$ cat src/rtl/text_writer_if.sv
// Character stream in, tile write port and cursor out, for the text console front-end.
// master = character source / tile buffer side, slave = text_writer.
interface text_writer_if #(
   parameter int ADDR_COL_WIDTH = 7,
   parameter int ADDR_ROW_WIDTH = 6,
   parameter int DATA_WIDTH     = 7
);
   logic [DATA_WIDTH-1:0]     char_i;
   logic                      char_valid_i;
   logic                      char_ready_o;
   logic                      wr_en_o;
   logic [ADDR_COL_WIDTH-1:0] col_w_o;
   logic [ADDR_ROW_WIDTH-1:0] row_w_o;
   logic [DATA_WIDTH-1:0]     din_o;
   logic [ADDR_COL_WIDTH-1:0] cursor_col_o;
   logic [ADDR_ROW_WIDTH-1:0] cursor_row_o;

   modport master (
      output char_i, char_valid_i,
      input  char_ready_o, wr_en_o, col_w_o, row_w_o, din_o, cursor_col_o, cursor_row_o
   );

   modport slave (
      input  char_i, char_valid_i,
      output char_ready_o, wr_en_o, col_w_o, row_w_o, din_o, cursor_col_o, cursor_row_o
   );
endinterface

$ cat src/rtl/text_writer.sv
// Text console: ASCII stream -> tile writes with cursor; TEXT_WRITER_LINE_CLEAR_EN adds per-row clear.
// Latency: tile write and cursor update one cycle after the handshake; screen clear after reset/FF.
// Backpressure: char_ready_o low for the whole sweep (plus one trailing cycle), else one char per cycle.
module text_writer #(
   parameter int H_TILES        = 100,
   parameter int V_TILES        = 37,
   parameter int ADDR_COL_WIDTH = 7,
   parameter int ADDR_ROW_WIDTH = 6,
   parameter int DATA_WIDTH     = 7
) (
   input  logic         clk_i,
   input  logic         rst_i,
   text_writer_if.slave tw
);
   localparam logic [ADDR_COL_WIDTH-1:0] COL_MAX = ADDR_COL_WIDTH'(H_TILES - 1);
   localparam logic [ADDR_ROW_WIDTH-1:0] ROW_MAX = ADDR_ROW_WIDTH'(V_TILES - 1);
   localparam logic [DATA_WIDTH-1:0] CH_BS    = DATA_WIDTH'(8'h08);
   localparam logic [DATA_WIDTH-1:0] CH_LF    = DATA_WIDTH'(8'h0A);
   localparam logic [DATA_WIDTH-1:0] CH_FF    = DATA_WIDTH'(8'h0C);
   localparam logic [DATA_WIDTH-1:0] CH_CR    = DATA_WIDTH'(8'h0D);
   localparam logic [DATA_WIDTH-1:0] CH_SPACE = DATA_WIDTH'(8'h20);
   localparam logic [DATA_WIDTH-1:0] CH_TILDE = DATA_WIDTH'(8'h7E);

`ifdef TEXT_WRITER_LINE_CLEAR_EN
   typedef enum logic [1:0] {CLEAR = 2'd0, IDLE = 2'd1, LCLEAR = 2'd2} state_t;
`else
   typedef enum logic [1:0] {CLEAR = 2'd0, IDLE = 2'd1} state_t;
`endif

   state_t                    state_q, state_d;
   logic [ADDR_COL_WIDTH-1:0] cur_col_q, cur_col_d;
   logic [ADDR_ROW_WIDTH-1:0] cur_row_q, cur_row_d;
   logic [ADDR_COL_WIDTH-1:0] sw_col_q, sw_col_d;
   logic [ADDR_ROW_WIDTH-1:0] sw_row_q, sw_row_d;
   logic                      sw_end_q, sw_end_d;
   logic                      wr_en_q, wr_en_d;
   logic [ADDR_COL_WIDTH-1:0] col_w_q, col_w_d;
   logic [ADDR_ROW_WIDTH-1:0] row_w_q, row_w_d;
   logic [DATA_WIDTH-1:0]     din_q, din_d;
   logic [ADDR_ROW_WIDTH-1:0] row_inc;
   logic [ADDR_COL_WIDTH-1:0] col_dec;

   assign row_inc = (cur_row_q == ROW_MAX) ? '0 : cur_row_q + ADDR_ROW_WIDTH'(1);
   assign col_dec = cur_col_q - ADDR_COL_WIDTH'(1);

   always_ff @(posedge clk_i) begin
      if (rst_i) begin
         state_q   <= CLEAR;
         cur_col_q <= '0;
         cur_row_q <= '0;
         sw_col_q  <= '0;
         sw_row_q  <= '0;
         sw_end_q  <= 1'b0;
         wr_en_q   <= 1'b0;
         col_w_q   <= '0;
         row_w_q   <= '0;
         din_q     <= '0;
      end else begin
         state_q   <= state_d;
         cur_col_q <= cur_col_d;
         cur_row_q <= cur_row_d;
         sw_col_q  <= sw_col_d;
         sw_row_q  <= sw_row_d;
         sw_end_q  <= sw_end_d;
         wr_en_q   <= wr_en_d;
         col_w_q   <= col_w_d;
         row_w_q   <= row_w_d;
         din_q     <= din_d;
      end
   end

   // Sweeps hold one extra cycle after their last write so ready never overlaps a sweep strobe.
   always_comb begin
      state_d   = state_q;
      cur_col_d = cur_col_q;
      cur_row_d = cur_row_q;
      sw_col_d  = sw_col_q;
      sw_row_d  = sw_row_q;
      sw_end_d  = sw_end_q;
      wr_en_d   = 1'b0;
      col_w_d   = col_w_q;
      row_w_d   = row_w_q;
      din_d     = din_q;
      case (state_q)
         CLEAR: begin
            if (sw_end_q) begin
               state_d   = IDLE;
               sw_end_d  = 1'b0;
               cur_col_d = '0;
               cur_row_d = '0;
            end else begin
               wr_en_d = 1'b1;
               col_w_d = sw_col_q;
               row_w_d = sw_row_q;
               din_d   = '0;
               if (sw_col_q == COL_MAX) begin
                  sw_col_d = '0;
                  if (sw_row_q == ROW_MAX) begin
                     sw_row_d = '0;
                     sw_end_d = 1'b1;
                  end else begin
                     sw_row_d = sw_row_q + ADDR_ROW_WIDTH'(1);
                  end
               end else begin
                  sw_col_d = sw_col_q + ADDR_COL_WIDTH'(1);
               end
            end
         end
`ifdef TEXT_WRITER_LINE_CLEAR_EN
         LCLEAR: begin
            if (sw_end_q) begin
               state_d  = IDLE;
               sw_end_d = 1'b0;
               sw_row_d = '0;
            end else begin
               wr_en_d = 1'b1;
               col_w_d = sw_col_q;
               row_w_d = sw_row_q;
               din_d   = '0;
               if (sw_col_q == COL_MAX) begin
                  sw_col_d = '0;
                  sw_end_d = 1'b1;
               end else begin
                  sw_col_d = sw_col_q + ADDR_COL_WIDTH'(1);
               end
            end
         end
`endif
         IDLE: begin
            if (tw.char_valid_i) begin
               if (tw.char_i >= CH_SPACE && tw.char_i <= CH_TILDE) begin
                  wr_en_d = 1'b1;
                  col_w_d = cur_col_q;
                  row_w_d = cur_row_q;
                  din_d   = tw.char_i;
                  if (cur_col_q == COL_MAX) begin
                     cur_col_d = '0;
                     cur_row_d = row_inc;
`ifdef TEXT_WRITER_LINE_CLEAR_EN
                     state_d  = LCLEAR;
                     sw_row_d = row_inc;
`endif
                  end else begin
                     cur_col_d = cur_col_q + ADDR_COL_WIDTH'(1);
                  end
               end else begin
                  case (tw.char_i)
                     CH_LF: begin
                        cur_col_d = '0;
                        cur_row_d = row_inc;
`ifdef TEXT_WRITER_LINE_CLEAR_EN
                        state_d  = LCLEAR;
                        sw_row_d = row_inc;
`endif
                     end
                     CH_CR: cur_col_d = '0;
                     CH_BS: begin
                        if (cur_col_q != '0) begin
                           cur_col_d = col_dec;
                           wr_en_d   = 1'b1;
                           col_w_d   = col_dec;
                           row_w_d   = cur_row_q;
                           din_d     = '0;
                        end
                     end
                     CH_FF: begin
                        state_d  = CLEAR;
                        sw_col_d = '0;
                        sw_row_d = '0;
                        sw_end_d = 1'b0;
                     end
                     default: ;
                  endcase
               end
            end
         end
         default: state_d = CLEAR;
      endcase
   end

   assign tw.char_ready_o = (state_q == IDLE);
   assign tw.wr_en_o      = wr_en_q;
   assign tw.col_w_o      = col_w_q;
   assign tw.row_w_o      = row_w_q;
   assign tw.din_o        = din_q;
   assign tw.cursor_col_o = cur_col_q;
   assign tw.cursor_row_o = cur_row_q;
endmodule

$ cat src/flat_wrapper.sv
// flat-port wrapper written by rule: the top's interface ports become plain ports
module text_writer_flat 
#(
   parameter int H_TILES        = 100,
   parameter int V_TILES        = 37,
   parameter int ADDR_COL_WIDTH = 7,
   parameter int ADDR_ROW_WIDTH = 6,
   parameter int DATA_WIDTH     = 7
)
  (clk_i, rst_i, tw_char_i, tw_char_valid_i, tw_char_ready_o, tw_wr_en_o, tw_col_w_o, tw_row_w_o, tw_din_o, tw_cursor_col_o, tw_cursor_row_o);
  text_writer_if #(.ADDR_COL_WIDTH(ADDR_COL_WIDTH), .ADDR_ROW_WIDTH(ADDR_ROW_WIDTH), .DATA_WIDTH(DATA_WIDTH)) tw_i ();
  input  logic clk_i;
  input  logic rst_i;
  input wire logic [$bits(tw_i.char_i)-1:0] tw_char_i;
  input wire logic [$bits(tw_i.char_valid_i)-1:0] tw_char_valid_i;
  output wire logic [$bits(tw_i.char_ready_o)-1:0] tw_char_ready_o;
  output wire logic [$bits(tw_i.wr_en_o)-1:0] tw_wr_en_o;
  output wire logic [$bits(tw_i.col_w_o)-1:0] tw_col_w_o;
  output wire logic [$bits(tw_i.row_w_o)-1:0] tw_row_w_o;
  output wire logic [$bits(tw_i.din_o)-1:0] tw_din_o;
  output wire logic [$bits(tw_i.cursor_col_o)-1:0] tw_cursor_col_o;
  output wire logic [$bits(tw_i.cursor_row_o)-1:0] tw_cursor_row_o;
  assign tw_i.char_i = tw_char_i;
  assign tw_i.char_valid_i = tw_char_valid_i;
  assign tw_char_ready_o = tw_i.char_ready_o;
  assign tw_wr_en_o = tw_i.wr_en_o;
  assign tw_col_w_o = tw_i.col_w_o;
  assign tw_row_w_o = tw_i.row_w_o;
  assign tw_din_o = tw_i.din_o;
  assign tw_cursor_col_o = tw_i.cursor_col_o;
  assign tw_cursor_row_o = tw_i.cursor_row_o;
  text_writer #(.H_TILES(H_TILES), .V_TILES(V_TILES), .ADDR_COL_WIDTH(ADDR_COL_WIDTH), .ADDR_ROW_WIDTH(ADDR_ROW_WIDTH), .DATA_WIDTH(DATA_WIDTH)) u_core (.clk_i(clk_i), .rst_i(rst_i), .tw(tw_i));
endmodule
$ cat config.mk
export PLATFORM = sky130hd
export DESIGN_NAME = text_writer_flat
export DESIGN_NICKNAME = d
export VERILOG_FILES = /design/src/rtl/text_writer_if.sv /design/src/rtl/text_writer.sv /design/src/flat_wrapper.sv
export SDC_FILE = /design/constraint.sdc
export NUM_CORES = 1
export LEC_CHECK = 0
export ABC_AREA = 1
export CAP_MARGIN = 20
export CORE_MARGIN = 1.5
export CORE_UTILIZATION = 55
export CTS_CLUSTER_SIZE = 25
export DETAILED_ROUTE_END_ITERATION = 7
export PLACE_DENSITY_LB_ADDON = 0.2
export SYNTH_ARGS = -nofsm -noshare
export SYNTH_HDL_FRONTEND = slang
export SYNTH_SLANG_ARGS = --single-unit
$ cat constraint.sdc
create_clock -name clk_i -period 2.1 [get_ports clk_i]
set_input_delay 0.21 -clock clk_i [delete_from_list [all_inputs] [get_ports clk_i]]
set_output_delay 0.21 -clock clk_i [all_outputs]
set_load 0.03 [all_outputs]
## Word level (Yosys, flattened, before mapping)

Index checks and enable logic that the tools add are counted.

| operators by class | value |
|---|---|
| shifts and indexed selects | 0 |
| reductions and logical operators | 12 |
| $add $sub $neg | 5 |
| bitwise logic cells | 0 |
| magnitude comparators | 2 |
| $mul | 0 |
| divide/modulo/power cells | 0 |
| multiplexer cells | 62 |
| equality and inequality tests | 21 |

Operators with widths:

| operator | number |
|---|---|
| two-way mux 7 bit | 19 |
| two-way mux 6 bit | 17 |
| one-hot mux 7 bit (2 select lines) | 5 |
| one-hot mux 6 bit (2 select lines) | 3 |
| equality test 7 x 4 -> 1 bit, second input constant | 4 |
| AND reduction 5 bit | 4 |
| adder 7 x 1 -> 7 bit, second input constant | 2 |
| equality test 7 bit, second input constant | 2 |
| adder 6 x 1 -> 6 bit, second input constant | 2 |
| equality test 6 bit, second input constant | 2 |
| two-way mux 1 bit | 11 |
| inequality test 3 x 1 -> 1 bit, second input constant | 3 |
| two-way mux 2 bit | 4 |
| inequality test 4 x 2 -> 1 bit, second input constant | 2 |
| AND reduction 4 bit | 2 |
| greater-or-equal comparator 7 x 6 -> 1 bit, second input constant | 1 |
| <= comparator 7 bit, second input constant | 1 |
| nonzero test 7 bit | 1 |
| subtractor 7 x 1 -> 7 bit, second input constant | 1 |
| inequality test 2 x 1 -> 1 bit, second input constant | 3 |
| inequality test 2 bit, second input constant | 3 |
| AND reduction 6 bit | 1 |
| one-hot mux 1 bit (2 select lines) | 2 |
| one-hot mux 2 bit (2 select lines) | 1 |
| 6 further kinds | 6 |

| word-level totals | value |
|---|---|
| output and inout port bits | 35 |
| bits in read-only memories | 0 |
| memories | 0 |
| register bits | 50 |
| bits in latches | 0 |
| bits in writable memories | 0 |

## Logic depth before layout (Yosys ltp)

Gate-level depths: netlist of run 1.

| logic depth | value |
|---|---|
| depth in word-level cells | 6 |
| depth in mapped cells | 12 |

## Worst setup path before layout of run 1

Ideal clock, no wire load.

| path | value |
|---|---|
| path type | flip-flop to flip-flop |
| start point | reg u_core.cur_col_q[1], in the netlist u_core.tw.cursor_col_o[1] |
| end point | reg u_core.cur_row_q[5], in the netlist u_core.tw.cursor_row_o[5] |
| data required time | 1.984 ns |
| setup time | 0.116 ns |
| path buffers | 0 |
| stages on the path, launching flop included | 8 |
| clock period less this slack | 1.748 ns |
| slack | 0.352 ns |
| arrival time | 1.632 ns |
| cells stage by stage | dfxtp_1 > ha_1 > nand2_1 > nand3b_1 > nand4_1 > nand3_2 > o21ai_0 > nor2_1 |

| on the way | value |
|---|---|
| longest elaborated chain between the ends | 3 |

Ends and longest elaborated chain:

| item | line | text |
|---|---|---|
| start, declared | text_writer.sv:31 | `logic [ADDR_COL_WIDTH-1:0] cur_col_q, cur_col_d;` |
| start signal, assigned | text_writer.sv:60 | `cur_col_q <= cur_col_d;` |
| equality test 7 bit | text_writer.sv:136 | `if (cur_col_q == COL_MAX) begin` |
| inequality test 3 bit (no source line) | n/a |  |
| AND reduction 5 bit (no source line) | n/a |  |
| end signal, assigned | text_writer.sv:61 | `cur_row_q <= cur_row_d;` |
| end, declared | text_writer.sv:32 | `logic [ADDR_ROW_WIDTH-1:0] cur_row_q, cur_row_d;` |

No other way between the ends.
A chain may end at the register's enable or synchronous reset.

## Worst setup path in the final report of run 1

| path | value |
|---|---|
| start point | reg u_core.state_q[0] |
| end point | out tw_char_ready_o |

| on the way | value |
|---|---|
| longest elaborated chain between the ends | 1 |

Ends and longest elaborated chain:

| item | line | text |
|---|---|---|
| start, declared | text_writer.sv:30 | `state_t state_q, state_d;` |
| start signal, assigned | text_writer.sv:59 | `state_q <= state_d;` |
| equality test 2 x 1 -> 1 bit | text_writer.sv:181 | `assign tw.char_ready_o = (state_q == IDLE);` |
| end, declared | flat_wrapper.sv:16 | `output wire logic [$bits(tw_i.char_ready_o)-1:0] tw_char_ready_o;` |

No other way between the ends.

==> run summary, run 1 <==
critical path type: reg -> out
Final period util: 88.3%
clk buf depth: 2
Via density: 5.06
hold wc startpoint: u_core.tw.row_w_o[2]$_SDFFE_PP0P_
area share of and/or/nand/nor cells after synthesis: 41.3%
largest net degree at the start of global routing: 27
Routed Antenna Nets: 0
Yosys cell types: 34
number of port buffers: 44
Root Driver: clkbuf_8
ANT cells: 0
full die area: 6050 um^2
CP Max Fanout: 25
synthesized cell area: 3080 um^2
TritonCTS buffer count: 5
RSZ-0062 raised after global routing: false
Leak: 1.60 nW
Seq. cell area: 981 um^2
Initial Utilization: 56.5%
Worst setup EP type: primary output
crit start category: flop
initial antenna violation count: 0
Avg Inst Size Synth: 6.33 um^2
core footprint: 5440 um^2
mux cell area share after synthesis: 0%
vias: 3,063
Worst Hold Path EP: u_core.tw.row_w_o[2]$_SDFFE_PP0P_
syn nets: 504
CTS tree: yes
status: finished, final reports clean
Multi-input gate area: 1770 um^2
Max VDD drop: 0.000385 V
Clock Pin Slew Worst Setup and Hold Paths: 0.09 ns
share of layout cells above drive strength 1: 9.19%
Layout Area Growth over Synthesis: 19.1%
first-pass GRT wire length: 12,600 um
Max Slew Vio Count: 0
drc violations: 0
Initial DRC Count: 140
Worst slew margin: 73.5%
post-synthesis xor/xnor area fraction: 3.42%
global route total overflow: 0
CTS resizes: 0
worst-margin pin slew: 0.397 ns
Filler cells: 501
Max Cap Viol: 0
clk sinks: 49
GP Congestion: 0.914
hold depth: 2
vias in the first global route: 2,687
commonest register cell after synthesis: dfxtp_1
Worst Path Arrival: 1.64 ns
final-report setup violation count: 0
Placement Setup Slack: 0.122 ns
Seq/Total Area, Yosys: 31.9%
fin util: 67.4%
Fin Clk Skew: 0.00980 ns
Reg2Reg Launch Point: u_core.tw.cursor_col_o[0]$_SDFFE_PP0P_
Ports: 45
Max Freq: 0.539 GHz
Synth Instances: 486
CP required: 1.89 ns
routed length per instance: 12.1 um
DIE WIDTH: 77.8 um
Compound-Gate Fraction of Synth Area: 9.48%
worst r2r path cells: 9
synth warn: 0
Final nets: 550
TNS Setup: 0 ns
row count: 27
largest family of logic cells by synthesized area: simple AND/OR/NAND/NOR gates
H-tree depth: 2
Post-synth ARST share: 0%
fin crit period: 1.85 ns
Worst R2R Setup Slack: 0.33 ns
hold_buf cts: 0
#FFs+latches synth: 49
Pwr per Cell Area: 579 nW/um^2
global-route usage over all layers: 25.7%
Pre-antenna DRT Iters: 5
post-synthesis adder-cell area fraction: 3.25%
Total Wirelength: 7330 um
fin worst setup slack: 0.245 ns
final hold violation count: 0
Worst Hold Slack: 0.473 ns
Worst R2R End: u_core.tw.col_w_o[0]$_SDFFE_PP0P_
Post-CTS Setup Inserts: 0
Post-synth EDFFs: 0
Die H: 77.8 um
Post-DP HPWL: 5670 um
Worst Hold Class: reg -> reg
worst skew pair latency: 0.30 ns
worst max-delay path: stages, from the launching register on:
cell and delay, ns:
dfxtp_1 0.36, buf_4 0.26, clkdlybuf4s50_1 0.72
cells in the mapped netlist, drive strengths merged, types with 4 or more instances:
cell type | n | area share, %
nand2 | 151 | 20
nand4 | 9 | 1.8
a21oi | 21 | 4.9
nor3 | 4 | 0.65
nor2 | 90 | 11
nand3 | 40 | 6.8
xor2 | 11 | 3.1
o21ai | 24 | 3.9
dfxtp | 49 | 32
ha | 8 | 3.3
buf | 10 | 2.8
inv | 56 | 6.8
clkbuf | 6 | 0.77
layout by cell type (no fill, tap or decap):
master and n:
nand2_1 136, nor2_1 88, inv_1 56, dfxtp_1 49, clkdlybuf4s50_1 44, nand3_1 38
o21ai_0 23, nand2_2 13, xor2_1 11, a21oi_1 11, buf_4 11, nand4_1 9
a21oi_2 9, ha_1 8, clkbuf_8 5, nor3_1 4, clkinv_2 3, nand3_2 2
nor2_4 1, nand3b_1 1, nor2_2 1, o21ai_1 1, a21oi_4 1, nand2_4 1
nand2_8 1, o31ai_1 1, o22ai_1 1, and2_1 1, xnor2_1 1, a22oi_1 1
clkinvlp_4 1
layer usage:
| layer | global-route usage [%] | part of all wire, % | routed length, um | up-vias |
|---|---|---|---|---|
| met5 | 0 | 0 | 0 | - |
| met4 | 5.82 | 0.52 | 38 | 0 |
| met3 | 4.24 | 4.4 | 319 | 4 |
| met2 | 41.3 | 46 | 3380 | 81 |
| met1 | 36.0 | 49 | 3580 | 1380 |
| li1 | - | - | - | 1598 |
worst max-delay path by stage:
stage | slack [ns] | to | start | depth (start not counted)
floorplan | 0.35 | u_core.tw.cursor_row_o[5]$_SDFFE_PP0P_ | u_core.tw.cursor_col_o[1]$_SDFFE_PP0P_ | 7
global placement | 0.21 | u_core.tw.col_w_o[5]$_SDFFE_PP0P_ | tw_char_i[3] | 10
detailed placement | 0.12 | u_core.tw.col_w_o[0]$_SDFFE_PP0P_ | tw_char_i[3] | 10
CTS | 0.23 | tw_char_ready_o | u_core.state_q[0]$_SDFFE_PP0P_ | 2
global route | 0.15 | tw_char_ready_o | u_core.state_q[0]$_SDFFE_PP0P_ | 2
finish | 0.25 | tw_char_ready_o | u_core.state_q[0]$_SDFFE_PP0P_ | 2
flip-flops by register name (all words and copies together), names as in the netlist, 6 cells and up:
signal / count
u_core.sw_col_q: 7
u_core.tw.col_w_o: 7
u_core.tw.cursor_col_o: 7
u_core.tw.din_o: 7
u_core.sw_row_q: 6
u_core.tw.cursor_row_o: 6
u_core.tw.row_w_o: 6
power by group:
group / internal [W] / switching, W
clock: 0.000231 / 0.000322
combinational: 0.000200 / 0.000340
sequential: 0.000979 / 0.0000499
stage by stage:
step | power, W | std cells | cell area (um^2)
finish | 0.00212 | 605 | 3660
global route | 0.00224 | 605 | 3660
CTS | 0.00214 | 605 | 3660
detailed placement | 0.00159 | 597 | 3580
global placement | 0.00158 | 597 | 3580
floorplan | 0.00143 | 486 | 3080
area by class of cell:
cell class	instances	share of cell area [%]
Multi-Input combinational cell	364	48.3
Sequential cell	49	26.8
Timing Repair Buffer	55	14.3
Inverter	57	5.87
Tap cell	72	2.46
Clock buffer	5	1.88
Clock inverter	3	0.478
kinds of logic after synthesis:
| group | after synthesis |
|---|---|
| AO/OA/AOI/OAI | 48 |
| XOR/XNOR | 12 |
| adder cells (fa/ha/maj) | 8 |
| buffers and inverters | 73 |
| flip-flops | 49 |
| AND/OR/NAND/NOR | 296 |
No activity file was read; power rests on OpenSTA's default activity.
==> run 2, diff against run 1 <==
RECOVER_POWER = 25   (was not set)
==> run summary, run 2 (synthesis results as in run 1) <==
clk sinks: 49 (unchanged)
Initial Utilization: 56.5% (unchanged)
status: finished, final reports clean (unchanged)
final hold violation count: 0 (unchanged)
Die H: 77.8 um (unchanged)
delay of the slowest critical-path stage: 0.72 ns (about the same)
Final period util: 88.4% (was 88.3%)
share of layout cells above drive strength 1: 9.01% (was 9.19%)
core footprint: 5440 um^2 (unchanged)
final-report setup violation count: 0 (unchanged)
Max VDD drop: 0.000385 V (about the same)
Worst setup EP type: primary output (unchanged)
largest delay contributor family on the critical path: buffers and inverters (unchanged)
Via density: 5.08 (was 5.06)
Total Wirelength: 7310 um (was 7330 um)
Filler cells: 501 (unchanged)
drc violations: 0 (unchanged)
Post-CTS Setup Inserts: 0 (unchanged)
Layout Area Growth over Synthesis: 19.0% (was 19.1%)
Max Cap Viol: 0 (unchanged)
Non-Filler Instances: 605 (unchanged)
Worst Path Arrival: 1.65 ns (was 1.64 ns)
Ports: 45 (unchanged)
Reg2Reg Launch Point: u_core.tw.cursor_col_o[0]$_SDFFE_PP0P_ (unchanged)
worst-margin pin slew: 0.397 ns (about the same)
ANT cells: 0 (unchanged)
Root Driver: clkbuf_8 (unchanged)
worst setup path startpoint: u_core.state_q[0]$_SDFFE_PP0P_ (unchanged)
Max Slew Vio Count: 0 (unchanged)
Fin Clk Skew: 0.00917 ns (was 0.00980 ns)
Final nets: 550 (unchanged)
routed length per instance: 12.1 um (about the same)
CTS resizes: 0 (unchanged)
critical path type: reg -> out (unchanged)
TNS Setup: 0 ns (unchanged)
Pwr per Cell Area: 576 nW/um^2 (was 579 nW/um^2)
RSZ-0062 raised after global routing: false (unchanged)
most common cell after layout, fill and taps aside: nand2_1 (unchanged)
first-pass GRT wire length: 12,600 um (unchanged)
Leak: 1.66 nW (was 1.60 nW)
Worst Hold Class: reg -> reg (unchanged)
Post-DP HPWL: 5670 um (unchanged)
clk buf depth: 2 (unchanged)
Initial DRC Count: 140 (unchanged)
vias in the first global route: 2,687 (unchanged)
Buf/Inv on CP: 2 (unchanged)
hold_buf cts: 0 (unchanged)
crit-path cells: buf_4 > clkdlybuf4s50_1 (unchanged)
vias: 3,071 (was 3,063)
H-tree depth: 2 (unchanged)
GP Congestion: 0.914 (unchanged)
row count: 27 (unchanged)
hold wc startpoint: u_core.tw.row_w_o[2]$_SDFFE_PP0P_ (unchanged)
DIE WIDTH: 77.8 um (unchanged)
Clock Pin Slew Worst Setup and Hold Paths: 0.09 ns (about the same)
CP required: 1.89 ns (about the same)
Max Freq: 0.539 GHz (about the same)
crit start category: flop (unchanged)
most frequent cells in the layout: nand2_1 (137), nor2_1 (88), inv_1 (56), dfxtp_1 (49), nand3_1 (38) (was nand2_1 (136), nor2_1 (88), inv_1 (56), dfxtp_1 (49), clkdlybuf4s50_1 (44))
Worst slew margin: 73.5% (about the same)
CP Max Fanout: 25 (unchanged)
worst skew pair latency: 0.30 ns (about the same)
dpl cells: 597 (unchanged)
number of port buffers: 44 (unchanged)
Routed Antenna Nets: 0 (unchanged)
fin crit period: 1.86 ns (was 1.85 ns)
global-route usage over all layers: 25.7% (unchanged)
global route total overflow: 0 (unchanged)
Pre-antenna DRT Iters: 5 (unchanged)
CTS tree: yes (unchanged)
largest net degree at the start of global routing: 27 (unchanged)
slowest CP cell: clkdlybuf4s50_1 (unchanged)
full die area: 6050 um^2 (unchanged)
initial antenna violation count: 0 (unchanged)
TritonCTS buffer count: 5 (unchanged)
run 2: changes by cell type in the layout (fill, tap and decap cells not counted):
cell and change:
dlygate4sd3_1 +20, clkdlybuf4s50_1 -20, nand2_1 +1, nand2_2 -1
run 2: worst reg2reg max path: cells and delay by family (launching register included):
kind | cells | cell delay [ns]
and+or+nand+nor | 7 | 0.88
buffers and inverters | 1 | 0.15
adders and majority gates | 1 | 0.22
DFF | 1 | 0.46
run 2: final timing paths:
check	end	slack, ns	cells after the start
min reg2reg	u_core.tw.row_w_o[2]$_SDFFE_PP0P_	0.47	2
min	u_core.tw.row_w_o[2]$_SDFFE_PP0P_	0.47	2
max reg2reg	u_core.tw.col_w_o[0]$_SDFFE_PP0P_	0.33	9
max	tw_char_ready_o	0.24	2
run 2: power by group:
group / total [W] / switching (W) / internal, W / leakage (nW)
Sequential: 0.00103 / 0.0000487 / 0.000979 / 0.398
Combinational: 0.000531 / 0.000340 / 0.000191 / 1.22
Clock: 0.000552 / 0.000321 / 0.000231 / 0.0439
Total: 0.00211 / 0.000709 / 0.00140 / 1.66
run 2: layout make-up:
type | instances | area (um^2) | share of cell area, %
repair buffers | 55 | 523 | 14.3
well taps | 72 | 90.1 | 2.46
multi-input cells | 364 | 1770 | 48.2
inverters | 57 | 215 | 5.88
flip-flops and latches | 49 | 981 | 26.8
clock buffers | 5 | 68.8 | 1.88
clock inverters | 3 | 17.5 | 0.478
run 2: stage by stage:
stage	power [W]	hold slack [ns]	cell area (um^2)	util [%]	worst slack [ns]
2_1_floorplan	0.00143	0.409	3080	-	0.352
3_3_place_gp	0.00158	0.448	3580	65.8	0.211
3_5_place_dp	0.00159	0.457	3580	65.8	0.122
4_1_cts	0.00214	0.472	3660	67.4	0.232
5_1_grt	0.00223	0.482	3660	67.3	0.117
6_report	0.00211	0.469	3660	67.3	0.244
run 2: routing by layer:
metal / GRT usage [%] / vias to the layer above / wire length (um) / part of all wire, %
met3: 4.24 / 4 / 337 / 4.6
li1: - / 1600 / - / -
met1: 36.0 / 1380 / 3540 / 48
met5: 0 / - / 0 / 0
met4: 5.82 / 0 / 38 / 0.52
met2: 41.3 / 87 / 3400 / 47
